`config.mk`:
```
export PLATFORM = sky130hd
export DESIGN_NAME = trainer_session_ctrl
export DESIGN_NICKNAME = d
export VERILOG_FILES = /design/src/rtl/trainer_session_ctrl.sv
export SDC_FILE = /design/constraint.sdc
export NUM_CORES = 1
export LEC_CHECK = 0
export ABC_AREA = 1
export CAP_MARGIN = 20
export CORE_MARGIN = 1
export CORE_UTILIZATION = 54
export DETAILED_ROUTE_END_ITERATION = 7
export PLACE_DENSITY_LB_ADDON = 0.05
export SYNTH_ARGS = -nofsm -noshare
export SYNTH_HDL_FRONTEND = slang
export SYNTH_SLANG_ARGS = --single-unit
```
`constraint.sdc`:
```
create_clock -name clock -period 3.16 [get_ports clock]
set_clock_uncertainty 0.1 [all_clocks]
set_input_delay 0.316 -clock clock [delete_from_list [all_inputs] [get_ports clock]]
set_output_delay 0.316 -clock clock [all_outputs]
set_load 0.01 [all_outputs]
```
`src/rtl/trainer_session_ctrl.sv`:
```
// trainer_session_ctrl: session controller for the cycle trainer.
// Debounces the start/stop button, fetches the rider profile level over a
// req/ack handshake, then round-robin scans NUM_CH sensor channels and
// publishes one OUT_W-bit reading per channel.
// Build option: define TRAINER_SAMPLE_AVG_EN to store the two-sample average
// (previous + new) >> 1 per slot instead of the raw truncated sample.
//
// state | meaning
// ------+------------------------------------------------------------
//   0   | IDLE   : quiet, waiting for a button press
//   1   | DB_REQ : requesting the rider profile, timeout running
//   2   | SCAN   : requesting sensor samples, channel by channel
//   3   | STOP   : one quiet cycle after an abort, then IDLE
//   4   | ERROR  : handshake timed out, press returns to IDLE
module trainer_session_ctrl #(
  parameter int NUM_CH  = 4,
  parameter int ADC_W   = 12,
  parameter int OUT_W   = 8,
  parameter int TIMEOUT = 1000,
  parameter int DEB_CYC = 16
) (
  input  logic                       clock,
  input  logic                       rst,
  input  logic                       button,
  input  logic                       db_ack,
  input  logic [OUT_W-1:0]           db_data,
  input  logic                       adc_valid,
  input  logic [ADC_W-1:0]           adc_data,
  output logic                       db_req,
  output logic                       sens_req,
  output logic [$clog2(NUM_CH)-1:0]  ch_sel,
  output logic [NUM_CH*OUT_W-1:0]    readings,
  output logic [OUT_W-1:0]           target,
  output logic                       sweep_done,
  output logic                       running,
  output logic                       error,
  output logic [2:0]                 state
);

  localparam int CH_W = $clog2(NUM_CH);
  localparam int TW   = $clog2(TIMEOUT + 1);
  localparam int DW   = $clog2(DEB_CYC + 1);

  typedef enum logic [2:0] {
    S_IDLE   = 3'd0,
    S_DB_REQ = 3'd1,
    S_SCAN   = 3'd2,
    S_STOP   = 3'd3,
    S_ERROR  = 3'd4
  } state_t;

  state_t            state_q, state_nxt;
  logic              sync1, sync2, stable, stable_d, press;
  logic [DW-1:0]     deb_cnt;
  logic [TW-1:0]     tmo;
  logic              tmo_hit;
  logic [CH_W-1:0]   ch;
  logic              sample, last_ch, enter_scan;
  logic [OUT_W-1:0]  trunc, slot_val;
  logic              unused_bits;

  // Two-flop synchroniser for the asynchronous button
  always_ff @(posedge clock or negedge rst) begin
    if (!rst) begin
      sync1 <= 1'b0;
      sync2 <= 1'b0;
    end else begin
      sync1 <= button;
      sync2 <= sync1;
    end
  end

  // Debounce: stable level follows sync2 after DEB_CYC consecutive differing samples
  always_ff @(posedge clock or negedge rst) begin
    if (!rst) begin
      deb_cnt  <= '0;
      stable   <= 1'b0;
      stable_d <= 1'b0;
    end else begin
      stable_d <= stable;
      if (sync2 == stable) begin
        deb_cnt <= '0;
      end else if (deb_cnt == DW'(DEB_CYC - 1)) begin
        stable  <= sync2;
        deb_cnt <= '0;
      end else begin
        deb_cnt <= deb_cnt + 1'b1;
      end
    end
  end

  assign press      = stable & ~stable_d;
  assign tmo_hit    = (tmo == TW'(TIMEOUT - 1));
  assign sample     = (state_q == S_SCAN) && adc_valid;
  assign last_ch    = (ch == CH_W'(NUM_CH - 1));
  assign enter_scan = (state_q == S_DB_REQ) && (state_nxt == S_SCAN);
  assign trunc      = adc_data[ADC_W-1 -: OUT_W];

  // FSM state register
  always_ff @(posedge clock or negedge rst) begin
    if (!rst) state_q <= S_IDLE;
    else      state_q <= state_nxt;
  end

  // FSM next-state logic; a press (abort) wins over ack and timeout
  always_comb begin
    state_nxt = state_q;
    case (state_q)
      S_IDLE:   if (press) state_nxt = S_DB_REQ;
      S_DB_REQ: begin
        if (press)        state_nxt = S_STOP;
        else if (db_ack)  state_nxt = S_SCAN;
        else if (tmo_hit) state_nxt = S_ERROR;
      end
      S_SCAN: begin
        if (press)                     state_nxt = S_STOP;
        else if (!adc_valid && tmo_hit) state_nxt = S_ERROR;
      end
      S_STOP:   state_nxt = S_IDLE;
      S_ERROR:  if (press) state_nxt = S_IDLE;
      default:  state_nxt = S_IDLE;
    endcase
  end

  // FSM outputs, decoded from the current state
  always_comb begin
    db_req   = (state_q == S_DB_REQ);
    sens_req = (state_q == S_SCAN);
    running  = (state_q == S_DB_REQ) || (state_q == S_SCAN);
    error    = (state_q == S_ERROR);
    ch_sel   = (state_q == S_SCAN) ? ch : '0;
    state    = state_q;
  end

  // Saturating handshake timeout, restarted on state change and on each sample
  always_ff @(posedge clock or negedge rst) begin
    if (!rst) begin
      tmo <= '0;
    end else if ((state_nxt != state_q) || sample) begin
      tmo <= '0;
    end else if (running && (tmo != TW'(TIMEOUT))) begin
      tmo <= tmo + 1'b1;
    end
  end

  // Channel pointer and end-of-sweep pulse
  always_ff @(posedge clock or negedge rst) begin
    if (!rst) begin
      ch         <= '0;
      sweep_done <= 1'b0;
    end else begin
      sweep_done <= sample && last_ch;
      if (enter_scan)   ch <= '0;
      else if (sample)  ch <= last_ch ? '0 : ch + 1'b1;
    end
  end

  // Profile level capture on the database ack
  always_ff @(posedge clock or negedge rst) begin
    if (!rst)            target <= '0;
    else if (enter_scan) target <= db_data;
  end

`ifdef TRAINER_SAMPLE_AVG_EN
  logic [NUM_CH-1:0] slot_vld;
  logic [OUT_W:0]    avg_sum;

  assign avg_sum  = {1'b0, readings[ch*OUT_W +: OUT_W]} + {1'b0, trunc};
  assign slot_val = slot_vld[ch] ? avg_sum[OUT_W:1] : trunc;
  assign unused_bits = ^adc_data ^ avg_sum[0];

  // First sample of a slot after reset is stored raw, later ones averaged
  always_ff @(posedge clock or negedge rst) begin
    if (!rst)        slot_vld <= '0;
    else if (sample) slot_vld[ch] <= 1'b1;
  end
`else
  assign slot_val    = trunc;
  assign unused_bits = ^adc_data;
`endif

  // Reading slots, written for the channel being scanned
  always_ff @(posedge clock or negedge rst) begin
    if (!rst)        readings <= '0;
    else if (sample) readings[ch*OUT_W +: OUT_W] <= slot_val;
  end

endmodule

```
[After elaboration in Yosys (flattened, before gate mapping)]
Index checks and enable logic that the tools add are counted.
Word-level totals
  bits in latches: 0
  RAM bits: 0
  register bits after elaboration: 65
  logic and storage cells: 59
  ROM bits: 0
  output and inout bits: 50
  memories kept: 0
Operators by class
  add/sub/neg operators: 4
  shift-type cells: 2
  $lt $le $gt $ge: 0
  bitwise operators: 3
  multiplexer cells: 17
  eq/ne operators: 10
  div/mod/pow operators: 0
  multipliers: 0
  reductions and logical operators: 12
Operators with widths (number)
  $neg 5->34: 1
  $shift 8x34->32 const A: 1
  $shiftx 8x34->32: 1
  $bwmux 32: 1
  $mux 3: 7
  $mux 10: 2
  $pmux 3 s4: 1
  $add 10x1->10 const B: 1
  $eq 10x10->1 const B: 1
  $mux 5: 2
  $ne 10x10->1 const B: 1
  $mux 2: 4
  $eq 3x2->1 const B: 2
  $add 5x1->5 const B: 1
  $eq 5x4->1 const B: 1
  $logic_and 1x1->1: 5
  $reduce_bool 2->1: 2
  $eq 3x1->1 const B: 1
  $eq 3x3->1 const B: 1
  $logic_not 3->1: 1
  $ne 3x3->1: 1
  $add 2x1->2 const B: 1
  $eq 2x2->1 const B: 1
  $logic_or 1x1->1: 2
  5 further kinds: 6

[Longest topological paths before layout]
Gate-level depths: netlist of run 1.
  depth after elaboration: 8
  gate-level depth with buffers: 11
  mapped depth without buffers: 10

[Worst setup path after synthesis of run 1]
Ideal clock, no wire load.
  path kind: register to register
  start: register ch[0]
  end: register readings[16]
  clock period less this slack: 2062 ps
  library setup time: 66 ps
  cell stages (with the launch flop): 8
  path slack: 1098 ps
  buffers on the path: 1
  arrival time: 1895 ps
  cells stage by stage: dfrtp_1 -> clkbuf_1 -> inv_1 -> ha_1 -> inv_1 -> nor3_1 -> nand3_1 -> nand2_1
On the way
  word-level cells in the longest chain between the ends: 3
Ends and longest elaborated chain
  from (decl): RTL line 57  | logic [CH_W-1:0] ch;
  from (signal assigned): RTL line 154  | else if (sample) ch <= last_ch ? '0 : ch + 1'b1;
  $neg 5->34 (*): RTL line 185  | else if (sample) readings[ch*OUT_W +: OUT_W] <= slot_val;
  $shiftx 8x34->32 or $shift 8x34->32 (tied branches): RTL line 185
  $bwmux 32 (*): RTL line 185
  to (signal, indexed assignment): RTL line 185
  to (decl): RTL line 32  | output logic [NUM_CH*OUT_W-1:0] readings,
Mark *: on every way between the ends. The rest lies on a longest branch, timed or not.
A chain may end at the register's enable or synchronous reset.

[Worst setup path in the final report of run 1]
  start: register ch[0]
  end: output ch_sel[0]
On the way
  word-level cells in the longest chain between the ends: 1
Ends and longest elaborated chain
  $mux 2: RTL line 131  | ch_sel = (state_q == S_SCAN) ? ch : '0;
  to (decl): RTL line 31  | output logic [$clog2(NUM_CH)-1:0] ch_sel,
Every way passes these cells.

==> key figures, run 1 <==
Route
  • First-pass detailed-route iteration total: 4
  • DRT iter0 DRCs: 151
  • Routed vias: 2581
  • Final wirelength: 6630 um
  • Post-route antenna net violation count: 0
  • DR WL/cell: 13.0 um
  • DR DRC count: 0
  • Drt via density: 5.06

Floorplan
  • Io pins: 75
  • Starting Density: 57.3%
  • Num rows: 27
  • Die width: 79.1 um
  • Die height: 79.1 um
  • Core footprint: 0.00561 mm^2
  • Area of the die: 0.00626 mm^2

Power and ir drop
  • Register share of total power: 54.2%
  • PwrDens: 383 mW/mm^2
  • Sw Ratio: 23.2%
  • Pleak: 2.04 nW
  • Internal Power: 0.00121 W
  • Net Sw Power: 0.000367 W
  • Total power: 0.00158 W
  • Maximum VDD drop: 308 uV
  • Clock group share of total power: 38.4%
  • Combinational power share: 7.4%

GRT
  • Largest net degree at the start of global routing: 66
  • Global-route wire length before repair: 11700 um
  • GRT Overall Usage: 24.4%
  • Initial antenna violation count: 0
  • Vias in the first global route: 2499
  • Total grt overflow: 0

Logic synthesis
  • Synth cell types: 30
  • Synth top area share: 50.6%
  • Post-synth net total: 393
  • Syn Inst Count: 359
  • Synth area leader: dfrtp_1
  • Syn. warnings: 0
  • Sequential element share of the synthesized area: 50.6%
  • Synth top area cells: dfrtp_1, nand2_1, o21ai_0
  • Mean Syn Cell Area: 8.95 um^2
  • Flop and latch count out of synthesis: 65
  • Post-Syn Area: 0.00321 mm^2

Final layout
  • Register Area: 0.00163 mm^2
  • # diodes: 0
  • Share of cells above drive strength 1: 11.6%
  • Nets: 469
  • Area of the multi-input gates: 0.00137 mm^2
  • Leading cell type in the layout, fill and taps excluded: nand2_1
  • Fill cells: 430
  • P&R area growth vs syn: 28.4%
  • Final Cell Area: 0.00412 mm^2
  • Most frequent cells in the layout: nand2_1, clkdlybuf4s50_1, dfrtp_1

Timing
  • PnR worst setup slack: 939 ps
  • Worst slew margin: 48.1%
  • Final Hold Viols: 0
  • Min Tclk post-route: 2220 ps
  • RSZ-0062 raised after global routing: false
  • Post-Route Setup TNS: 0 ps
  • Max Slew Vio Count: 0
  • Fmax: 0.450 GHz
  • Final Cycle Share: 70.3%
  • Worst Max-Slew Pin Slew: 778 ps
  • Final Setup Violations: 0

Critical path
  • R2R Path Start: state[0]
  • R2R Setup Slk: 1110 ps
  • Worst path slowest cell: dfrtp_1
  • Critical path class: flop to output port
  • Bufs and invs on worst path: 2
  • Max incr delay on CP: 570 ps
  • Startpoint Class: flop
  • Kind of cell adding the most delay to the critical path: buffers and inverters
  • Worst R2R Path Depth: 10
  • CP Capture Type: output port
  • CP Data Required Time: 2740 ps
  • Max FO, Critical Path: 13
  • Arrival @ worst endpoint: 1810 ps
  • CP Cell Sequence: inv_1, nor2_1, clkdlybuf4s50_1
  • Worst R2R End: tmo[9]

Clocking
  • Clk_lat worst skew: 340 ps
  • Deepest clock path buffer count: 2
  • Clock tree root buffer cell: clkbuf_8
  • CTS Sinks: 65
  • CTS resizes: 0
  • Clock transition at the registers of the reported paths: 70 ps
  • CTS Buf Count: 9
  • Hold Buf Count CTS: 0
  • CTS tree: done
  • Post-CTS Setup Bufs: 0
  • H-tree Lvls: 3

Placed design
  • RePlAce Congestion: 0.860
  • Pre-CTS WS: 944 ps
  • Dpl hpwl: 4780 um
  • Post-DP Area: 0.00396 mm^2
  • Port bufs: 70

Min path
  • Worst min-delay path category: input pin to async pin

Run status
  • Status: complete, no violations

Run
  • Max-cap check violation count: 0
[cell type report]
cell class,instances,area share (%)
sequential,65,39.5
inverter,43,3.98
timing repair buffer,72,17.2
tap,72,2.19
multi-input combinational,244,33.2
clock buffer,14,3.95
[flip-flops by register name (all words and copies together) (netlist names)]
signal      count
deb_cnt         5
sync2           1
sync1           1
sweep_done      1
readings       32
ch              2
tmo            10
stable          1
stable_d        1
target          8
state           3
[power groups by stage]
stage | Clock (W) | Combinational, W | Sequential [W]
2_1_floorplan | 0 | 0.0000479 | 0.000870
3_3_place_gp | 0 | 0.000116 | 0.000870
3_5_place_dp | 0 | 0.000118 | 0.000871
4_1_cts | 0.000616 | 0.000118 | 0.000856
5_1_grt | 0.000659 | 0.000134 | 0.000857
6_report | 0.000607 | 0.000117 | 0.000856
[stage by stage]
step | utilization (%) | std cells | hold WS [ps]
global route | 73.5 | 510 | 107
floorplan | - | 359 | -79.6
CTS | 73.5 | 510 | 68.4
global placement | 70.6 | 496 | 236
detailed placement | 70.6 | 496 | 235
finish | 73.5 | 510 | 32.9
[layer usage]
layer  routed length [um]  GRT usage (%)  up-vias  share of wire (%)
li1                     -              -     1308                  -
met1                 3000           30.9     1203                 45
met2                 3170           38.7       62                 48
met3                  346           8.05        8                5.2
met4                  103           9.27        0                1.6
met5                    0              0        -                  0
[kinds of logic (layout without fill, tap and decap cells)]
family	Yosys count	in the layout	synth area share, %
fa+ha+maj	9	9	3.51
compound gates	55	55	9.15
xor+xnor	10	10	2.73
simple gates	170	170	27.2
buf+inv	50	129	6.74
flops	65	65	50.6
[cells in the mapped netlist]
library cell	count
nand2_1	72
nor3_1	3
dfrtp_1	65
nand2_4	2
inv_1	40
clkbuf_1	3
nor2_4	8
xor2_1	9
nand3_4	1
ha_1	9
o21ai_1	8
buf_4	1
buf_6	3
nand4_4	1
nor4_1	1
nor2_1	17
a21oi_1	4
nand4_1	6
xnor2_1	1
nand2_2	4
nor2_2	12
and2_4	1
and3_1	1
nand3_2	2
nand3_1	39
inv_4	1
o21ai_4	1
inv_2	2
o21ai_2	2
o21ai_0	40
[worst max-delay path by stage]
stage / from / end / cells after the start
2_1_floorplan: ch[0] / readings[16] / 7
4_1_cts: ch[0] / ch_sel[0] / 3
3_3_place_gp: adc_valid / tmo[5] / 8
5_1_grt: ch[0] / ch_sel[0] / 3
6_report: ch[0] / ch_sel[0] / 3
3_5_place_dp: adc_valid / tmo[7] / 8
Power figures use the tool's default switching activity.
==> run 2, diff against run 1 <==
--- a/config.mk
+++ b/config.mk
@@ -8,7 +8,7 @@
 export ABC_AREA = 1
 export CAP_MARGIN = 20
 export CORE_MARGIN = 1
-export CORE_UTILIZATION = 54
+export CORE_UTILIZATION = 45
 export DETAILED_ROUTE_END_ITERATION = 7
 export PLACE_DENSITY_LB_ADDON = 0.05
 export SYNTH_ARGS = -nofsm -noshare
==> constraint.sdc (replaced) <==
create_clock -name clock -period 1.8 [get_ports clock]
set_clock_uncertainty 0.1 [all_clocks]
set_input_delay 0.18 -clock clock [delete_from_list [all_inputs] [get_ports clock]]
set_output_delay 0.18 -clock clock [all_outputs]
set_load 0.01 [all_outputs]
==> run 2 against run 1 <==
  * Sequential power grew 75%
  * Worst setup slack got worse by 950 ps
  * Hold slack improved by 150 ps
  * Highest routed layer unchanged
  * Clock-buffer cell count shrank 1
  * Combinational power rose by 120%
  * Register-to-register slack got worse by 1100 ps
  * Largest cell class unchanged
  * The run now ends with negative setup slack left
  * Core utilization is 4.8 points lower
  * First-iteration DRC count rose by 13%
  * Sequential share of layout area fell by 4.8 points
==> key figures, run 2 (synthesis results as in run 1) <==
Run status
  • Status: finished, violations left
  • Violated checks: negative setup slack

Final layout
  • Final Core Density: 68.7% (-4.8 points)
  • Largest register FFs: 32 (unchanged)
  • Most frequent cells in the layout: nand2_1, dfrtp_1, clkdlybuf4s50_1
  • P&R area growth vs syn: 46.2%
  • Largest Register: readings
  • Share of cells above drive strength 1: 24.9% (+13 points)
  • # diodes: 0 (unchanged)
  • Leading cell type in the layout, fill and taps excluded: nand2_1
  • Top flop regs: readings (32), tmo (10), target (8)
  • Nets: 500 (+6.6%)

Clocking
  • CTS tree: done
  • Clock tree root buffer cell: clkbuf_8
  • CTS Sinks: 65 (unchanged)
  • CTS Buf Count: 9 (unchanged)
  • Clock transition at the registers of the reported paths: 70 ps (about the same)
  • Clk_lat worst skew: 340 ps (about the same)
  • Deepest clock path buffer count: 2 (unchanged)
  • H-tree Lvls: 3 (unchanged)

Power and ir drop
  • Clock group share of total power: 39.6% (+1.2 points)
  • Pleak: 2.32 nW (+14%)
  • Sw Ratio: 24.5% (+1.3 points)
  • Internal Power: 0.00220 W (+81%)
  • Net Sw Power: 0.000715 W (+95%)
  • PwrDens: 621 mW/mm^2 (+62%)
  • Combinational power share: 9.0% (+1.6 points)
  • Register share of total power: 51.4% (-2.8 points)
  • Maximum VDD drop: 404 uV (+31%)

Timing
  • Final Hold Viols: 0 (unchanged)
  • Worst Max-Slew Pin Slew: 460 ps (-319 ps)
  • Fmax: 0.552 GHz
  • PnR worst setup slack: -11.6 ps (-950 ps)
  • RSZ-0062 raised after global routing: true
  • Min Tclk post-route: 1810 ps
  • Post-Route Setup TNS: -63.2 ps (-63.2 ps)
  • Max Slew Vio Count: 0 (unchanged)
  • Worst slew margin: 69.3% (+21 points)
  • Final Cycle Share: 101%
  • Final Setup Violations: 9 (+9)

Min path
  • Hold Path End: sync1
  • Worst min-delay path category: input pin to flop
  • Hold path cells: 1
  • Hold_sp: button

Critical path
  • Worst R2R End: target[6]
  • CP Data Required Time: 1920 ps (-820 ps)
  • Max FO, Critical Path: 8 (-5)
  • R2R Setup Slk: -10 ps (-1120 ps)
  • Worst R2R Path Depth: 11 (+1)
  • Critical path class: flop to flop
  • CP Capture Type: flop
  • R2R Path Start: tmo[1]
  • Arrival @ worst endpoint: 1940 ps (+130 ps)
  • Startpoint Class: flop

Placed design
  • Port bufs: 70 (unchanged)
  • RePlAce Congestion: 0.818 (-4.9%)
  • Dpl hpwl: 4960 um (+3.7%)

Route
  • Final wirelength: 7840 um (+18%)
  • Drt via density: 4.95 (-2.2%)
  • DRT iter0 DRCs: 170 (+13%)
  • Post-route antenna net violation count: 0 (unchanged)
  • First-pass detailed-route iteration total: 4 (unchanged)
  • DR WL/cell: 13.9 um (+6.6%)
  • DR DRC count: 0 (unchanged)
  • Routed vias: 2802 (+8.6%)

GRT
  • Vias in the first global route: 2581 (+3.3%)
  • Global-route wire length before repair: 12100 um (+4.0%)
  • Initial antenna violation count: 0 (unchanged)
  • Largest net degree at the start of global routing: 66 (unchanged)
  • Total grt overflow: 0 (unchanged)
  • GRT Overall Usage: 21.0% (-3.4 points)

Run
  • Max-cap check violation count: 0 (unchanged)

Floorplan
  • Io pins: 75 (unchanged)
  • Starting Density: 47.0% (-10 points)
  • Area of the die: 0.00748 mm^2 (+19%)
  • Num rows: 30 (+11%)
  • Die width: 86.5 um (+9.3%)
  • Die height: 86.5 um (+9.3%)
  • Core footprint: 0.00683 mm^2 (+22%)
## run 2: routing by layer
layer	part of all wire (%)	GRT usage [%]	routed length (um)	vias to the layer above
met5	0	0	0	-
met4	1.1	8.94	84	0
met3	4.4	4.67	345	9
met2	48	32.5	3790	72
met1	46	28.6	3620	1337
li1	-	-	-	1384
## run 2: through the flow
stage	instance area, um^2	instances	hold slack, ps	setup slack [ps]	total power [W]
final	4700	566	181	-11.6	0.00291
after global routing	4700	566	176	-102	0.00302
after CTS	4440	556	171	-13.1	0.00290
after detailed placement	4150	536	122	-7.31	0.00175
after global placement	4150	536	125	21.2	0.00175
after floorplan	3220	359	-216	52.3	0.00161
## run 2: how the worst max path moves through the flow
stage          startpoint      endpoint  slack [ps]  cells after the start
2_1_floorplan       ch[0]  readings[16]          50                      7
3_3_place_gp    adc_valid     target[4]          20                     10
3_5_place_dp    adc_valid     target[0]          -7                     10
4_1_cts          state[2]     ch_sel[1]         -10                      5
5_1_grt            tmo[1]     target[0]        -100                     11
6_report           tmo[1]     target[6]         -10                     11
## run 2: critical path, cell delays in order (launching register included)
cell and delay (ps):
dfrtp_1 420, ha_4 190, nand2_4 60, nor2_4 40, nand4_1 110, nand3_2 130, buf_6 150, nand2_4 60
nand4_4 140, buf_12 190, nand2_2 50, o21ai_1 50
## run 2: layout make-up
class / count / area (um^2)
repair buffers: 101 / 1050
flip-flops and latches: 65 / 1630
inverters: 43 / 171
fillers: 571 / 2140
clock inverters: 2 / 12.5
well taps: 96 / 120
clock buffers: 13 / 169
multi-input cells: 246 / 1540
## run 2: power by group through the flow
stage	logic, W	registers (W)	clock network (W)
2_1_floorplan	0.0000855	0.00153	0
3_3_place_gp	0.000228	0.00152	0
3_5_place_dp	0.000229	0.00152	0
4_1_cts	0.000233	0.00150	0.00117
5_1_grt	0.000289	0.00150	0.00123
6_report	0.000261	0.00150	0.00115
## run 2: what timing repair did
| item | CTS | global route |
|---|---|---|
| setup endpoints to repair | 17 | 44 |
| pin swaps | 2 | 13 |
| buffers inserted | 4 | 6 |
| gates resized for setup | 19 | 63 |
| hold buffers | 1 | 0 |
| cloned | 1 | 4 |
| hold endpoints to repair | 65 | 0 |
==> run 3, diff against run 2 <==
--- a/config.mk
+++ b/config.mk
@@ -10,7 +10,7 @@
 export CORE_MARGIN = 1
 export CORE_UTILIZATION = 45
 export DETAILED_ROUTE_END_ITERATION = 7
-export PLACE_DENSITY_LB_ADDON = 0.05
+export PLACE_DENSITY_LB_ADDON = 0.12
 export SYNTH_ARGS = -nofsm -noshare
 export SYNTH_HDL_FRONTEND = slang
 export SYNTH_SLANG_ARGS = --single-unit
==> run 3 against run 2 <==
  * The run still ends with negative setup slack left
  * Clock power grew 34%
  * Via count rose by 1.5%
  * Final cell count decreased by 0.18%
  * Global-route usage is 0.29 points higher
  * Routed wire length fell by 0.36%
  * Critical path type unchanged
  * Largest cell class unchanged
==> key figures, run 3 (synthesis results as in run 1) <==
Timing
  • Max Slew Vio Count: 0 (unchanged)
  • Final Hold Viols: 0 (unchanged)
  • PnR worst setup slack: -19.2 ps (-7.56 ps)
  • Worst slew margin: 76.5% (+7.2 points)
  • Final Cycle Share: 101% (+0.42 points)
  • Worst Max-Slew Pin Slew: 349 ps (-111 ps)
  • Min Tclk post-route: 1820 ps (+7.56 ps)
  • RSZ-0062 raised after global routing: true
  • Final Setup Violations: 2 (-7)
  • Fmax: 0.550 GHz (-0.42%)
  • Post-Route Setup TNS: -30.4 ps (+32.9 ps)

Floorplan
  • Starting Density: 47.0% (unchanged)
  • Die height: 86.5 um (unchanged)
  • Io pins: 75 (unchanged)
  • Core footprint: 0.00683 mm^2 (unchanged)
  • Area of the die: 0.00748 mm^2 (unchanged)
  • Die width: 86.5 um (unchanged)
  • Num rows: 30 (unchanged)

Route
  • DRT iter0 DRCs: 156 (-8.2%)
  • Routed vias: 2843 (+1.5%)
  • Final wirelength: 7810 um (-0.36%)
  • DR DRC count: 0 (unchanged)
  • First-pass detailed-route iteration total: 4 (unchanged)
  • Post-route antenna net violation count: 0 (unchanged)
  • DR WL/cell: 13.8 um (-0.18%)
  • Drt via density: 5.03 (+1.6%)

Placed design
  • Dpl hpwl: 5010 um (+0.93%)
  • Pre-CTS WS: -12.7 ps (-5.36 ps)
  • Port bufs: 70 (unchanged)
  • DP Cell Count: 537 (+0.19%)
  • Post-DP Area: 0.00416 mm^2 (+0.18%)
  • RePlAce Congestion: 0.863 (+5.5%)

Clocking
  • Deepest clock path buffer count: 2 (unchanged)
  • CTS Buf Count: 9 (unchanged)
  • H-tree Lvls: 3 (unchanged)
  • Clock tree root buffer cell: clkbuf_8
  • CTS tree: done
  • Clk_lat worst skew: 330 ps (about the same)
  • CTS Sinks: 65 (unchanged)
  • Clock transition at the registers of the reported paths: 70 ps (about the same)

Run
  • Max-cap check violation count: 0 (unchanged)

Final layout
  • Largest register FFs: 32 (unchanged)
  • Register Area: 0.00163 mm^2 (unchanged)
  • Most frequent cells in the layout: nand2_1, dfrtp_1, clkdlybuf4s50_1
  • Nets: 498 (-0.40%)
  • Layout Cells excl Fill: 565 (-0.18%)
  • # diodes: 0 (unchanged)
  • Share of cells above drive strength 1: 25.2% (+0.27 points)
  • Final Cell Area: 0.00471 mm^2 (+0.37%)
  • P&R area growth vs syn: 46.7%
  • Top flop regs: readings (32), tmo (10), target (8)
  • Area of the multi-input gates: 0.00153 mm^2 (-1.2%)
  • Fill cells: 547 (-4.2%)
  • Largest Register: readings

GRT
  • GRT Max-Usage Layer: met2
  • Global-route wire length before repair: 12400 um (+2.6%)
  • GR Layer Usage met2: 32.6% (+0.14 points)
  • GRT Overall Usage: 21.3% (+0.29 points)
  • Global Route met3 Usage: 5.71% (+1.0 points)
  • Met1 Use GR: 29.7% (+1.1 points)
  • Total grt overflow: 0 (unchanged)
  • Largest net degree at the start of global routing: 66 (unchanged)
  • Initial antenna violation count: 0 (unchanged)
  • Vias in the first global route: 2671 (+3.5%)

Min path
  • Worst min-delay path category: input pin to flop
  • Hold_sp: button
  • Hold Path End: sync1
  • Hold path cells: 1 (unchanged)

Critical path
  • Startpoint Class: flop
  • Kind of cell adding the most delay to the critical path: buffers and inverters
  • Bufs and invs on worst path: 5 (+3)
  • Max incr delay on CP: 430 ps (about the same)
  • Worst path slowest cell: dfrtp_1
  • CP Capture Type: flop
  • Arrival @ worst endpoint: 1940 ps (about the same)
  • CP Cell Sequence: inv_2, nand2_2, nor2_4, inv_4, nor2_4, inv_4, buf_12, clkbuf_16, o21ai_0, nand2_1
  • Max FO, Critical Path: 19 (+11)
  • CP Launch Point: state[0]
  • Worst R2R End: readings[14]
  • Critical path class: flop to flop
  • Worst R2R Path Depth: 10 (-1)
  • CP Data Required Time: 1920 ps (about the same)
  • R2R Path Start: state[0]
  • R2R Setup Slk: -20 ps (about the same)

Power and ir drop
  • PwrDens: 699 mW/mm^2 (+13%)
  • Maximum VDD drop: 543 uV (+34%)
  • Pleak: 2.32 nW (about the same)
  • Total power: 0.00330 W (+13%)

Run status
  • Violated checks: negative setup slack
  • Status: finished, violations left
run 3: power breakdown:
group | internal (W) | switching [W] | total [W]
logic | 0.000111 | 0.000151 | 0.000262
clock network | 0.000962 | 0.000575 | 0.00154
registers | 0.00148 | 0.0000157 | 0.00150
run 3: worst max-delay path by stage:
stage / slack (ps) / end / depth (start not counted)
5_1_grt: -130 / readings[14] / 10
4_1_cts: 2 / tmo[0] / 9
3_5_place_dp: -10 / tmo[0] / 9
3_3_place_gp: 30 / tmo[5] / 9
6_report: -20 / readings[14] / 10
2_1_floorplan: 50 / readings[16] / 7
run 3: cell type report:
cell class / instances / share of cell area (%)
flip-flops and latches: 65 / 34.5
multi-input cells: 246 / 32.4
repair buffers: 99 / 21.6
inverters: 43 / 3.64
clock buffers: 10 / 2.92
well taps: 96 / 2.55
clock inverters: 6 / 2.44
run 3: timing repair:
item / 4_1_cts / 5_1_grt
gates cloned: 1 / 4
buffers inserted: 2 / 4
endpoints found under the setup margin: 16 / 48
hold buffers: 1 / 0
gates resized for setup: 10 / 67
endpoints found under the hold margin: 65 / 0
pin swaps: 5 / 11
run 3: worst register-to-register path, delay by kind of cell, from the launching register on:
kind / cells / cell delay (ps)
DFF: 1 / 430
and+or+nand+nor: 4 / 480
AOI/OAI and AO/OA: 1 / 190
buffers and inverters: 5 / 510
run 3: metal layers:
layer,up-vias,part of all wire (%)
met1,1374,44
met5,-,0
met3,9,6.1
met2,80,49
met4,0,0.90
li1,1380,-
run 3: metrics by stage:
| stage | utilization [%] | hold WS, ps |
|---|---|---|
| 3_3_place_gp | 60.9 | 123 |
| 6_report | 69.0 | 183 |
| 5_1_grt | 69.0 | 179 |
| 3_5_place_dp | 60.9 | 122 |
| 4_1_cts | 65.3 | 171 |
| 2_1_floorplan | - | -216 |
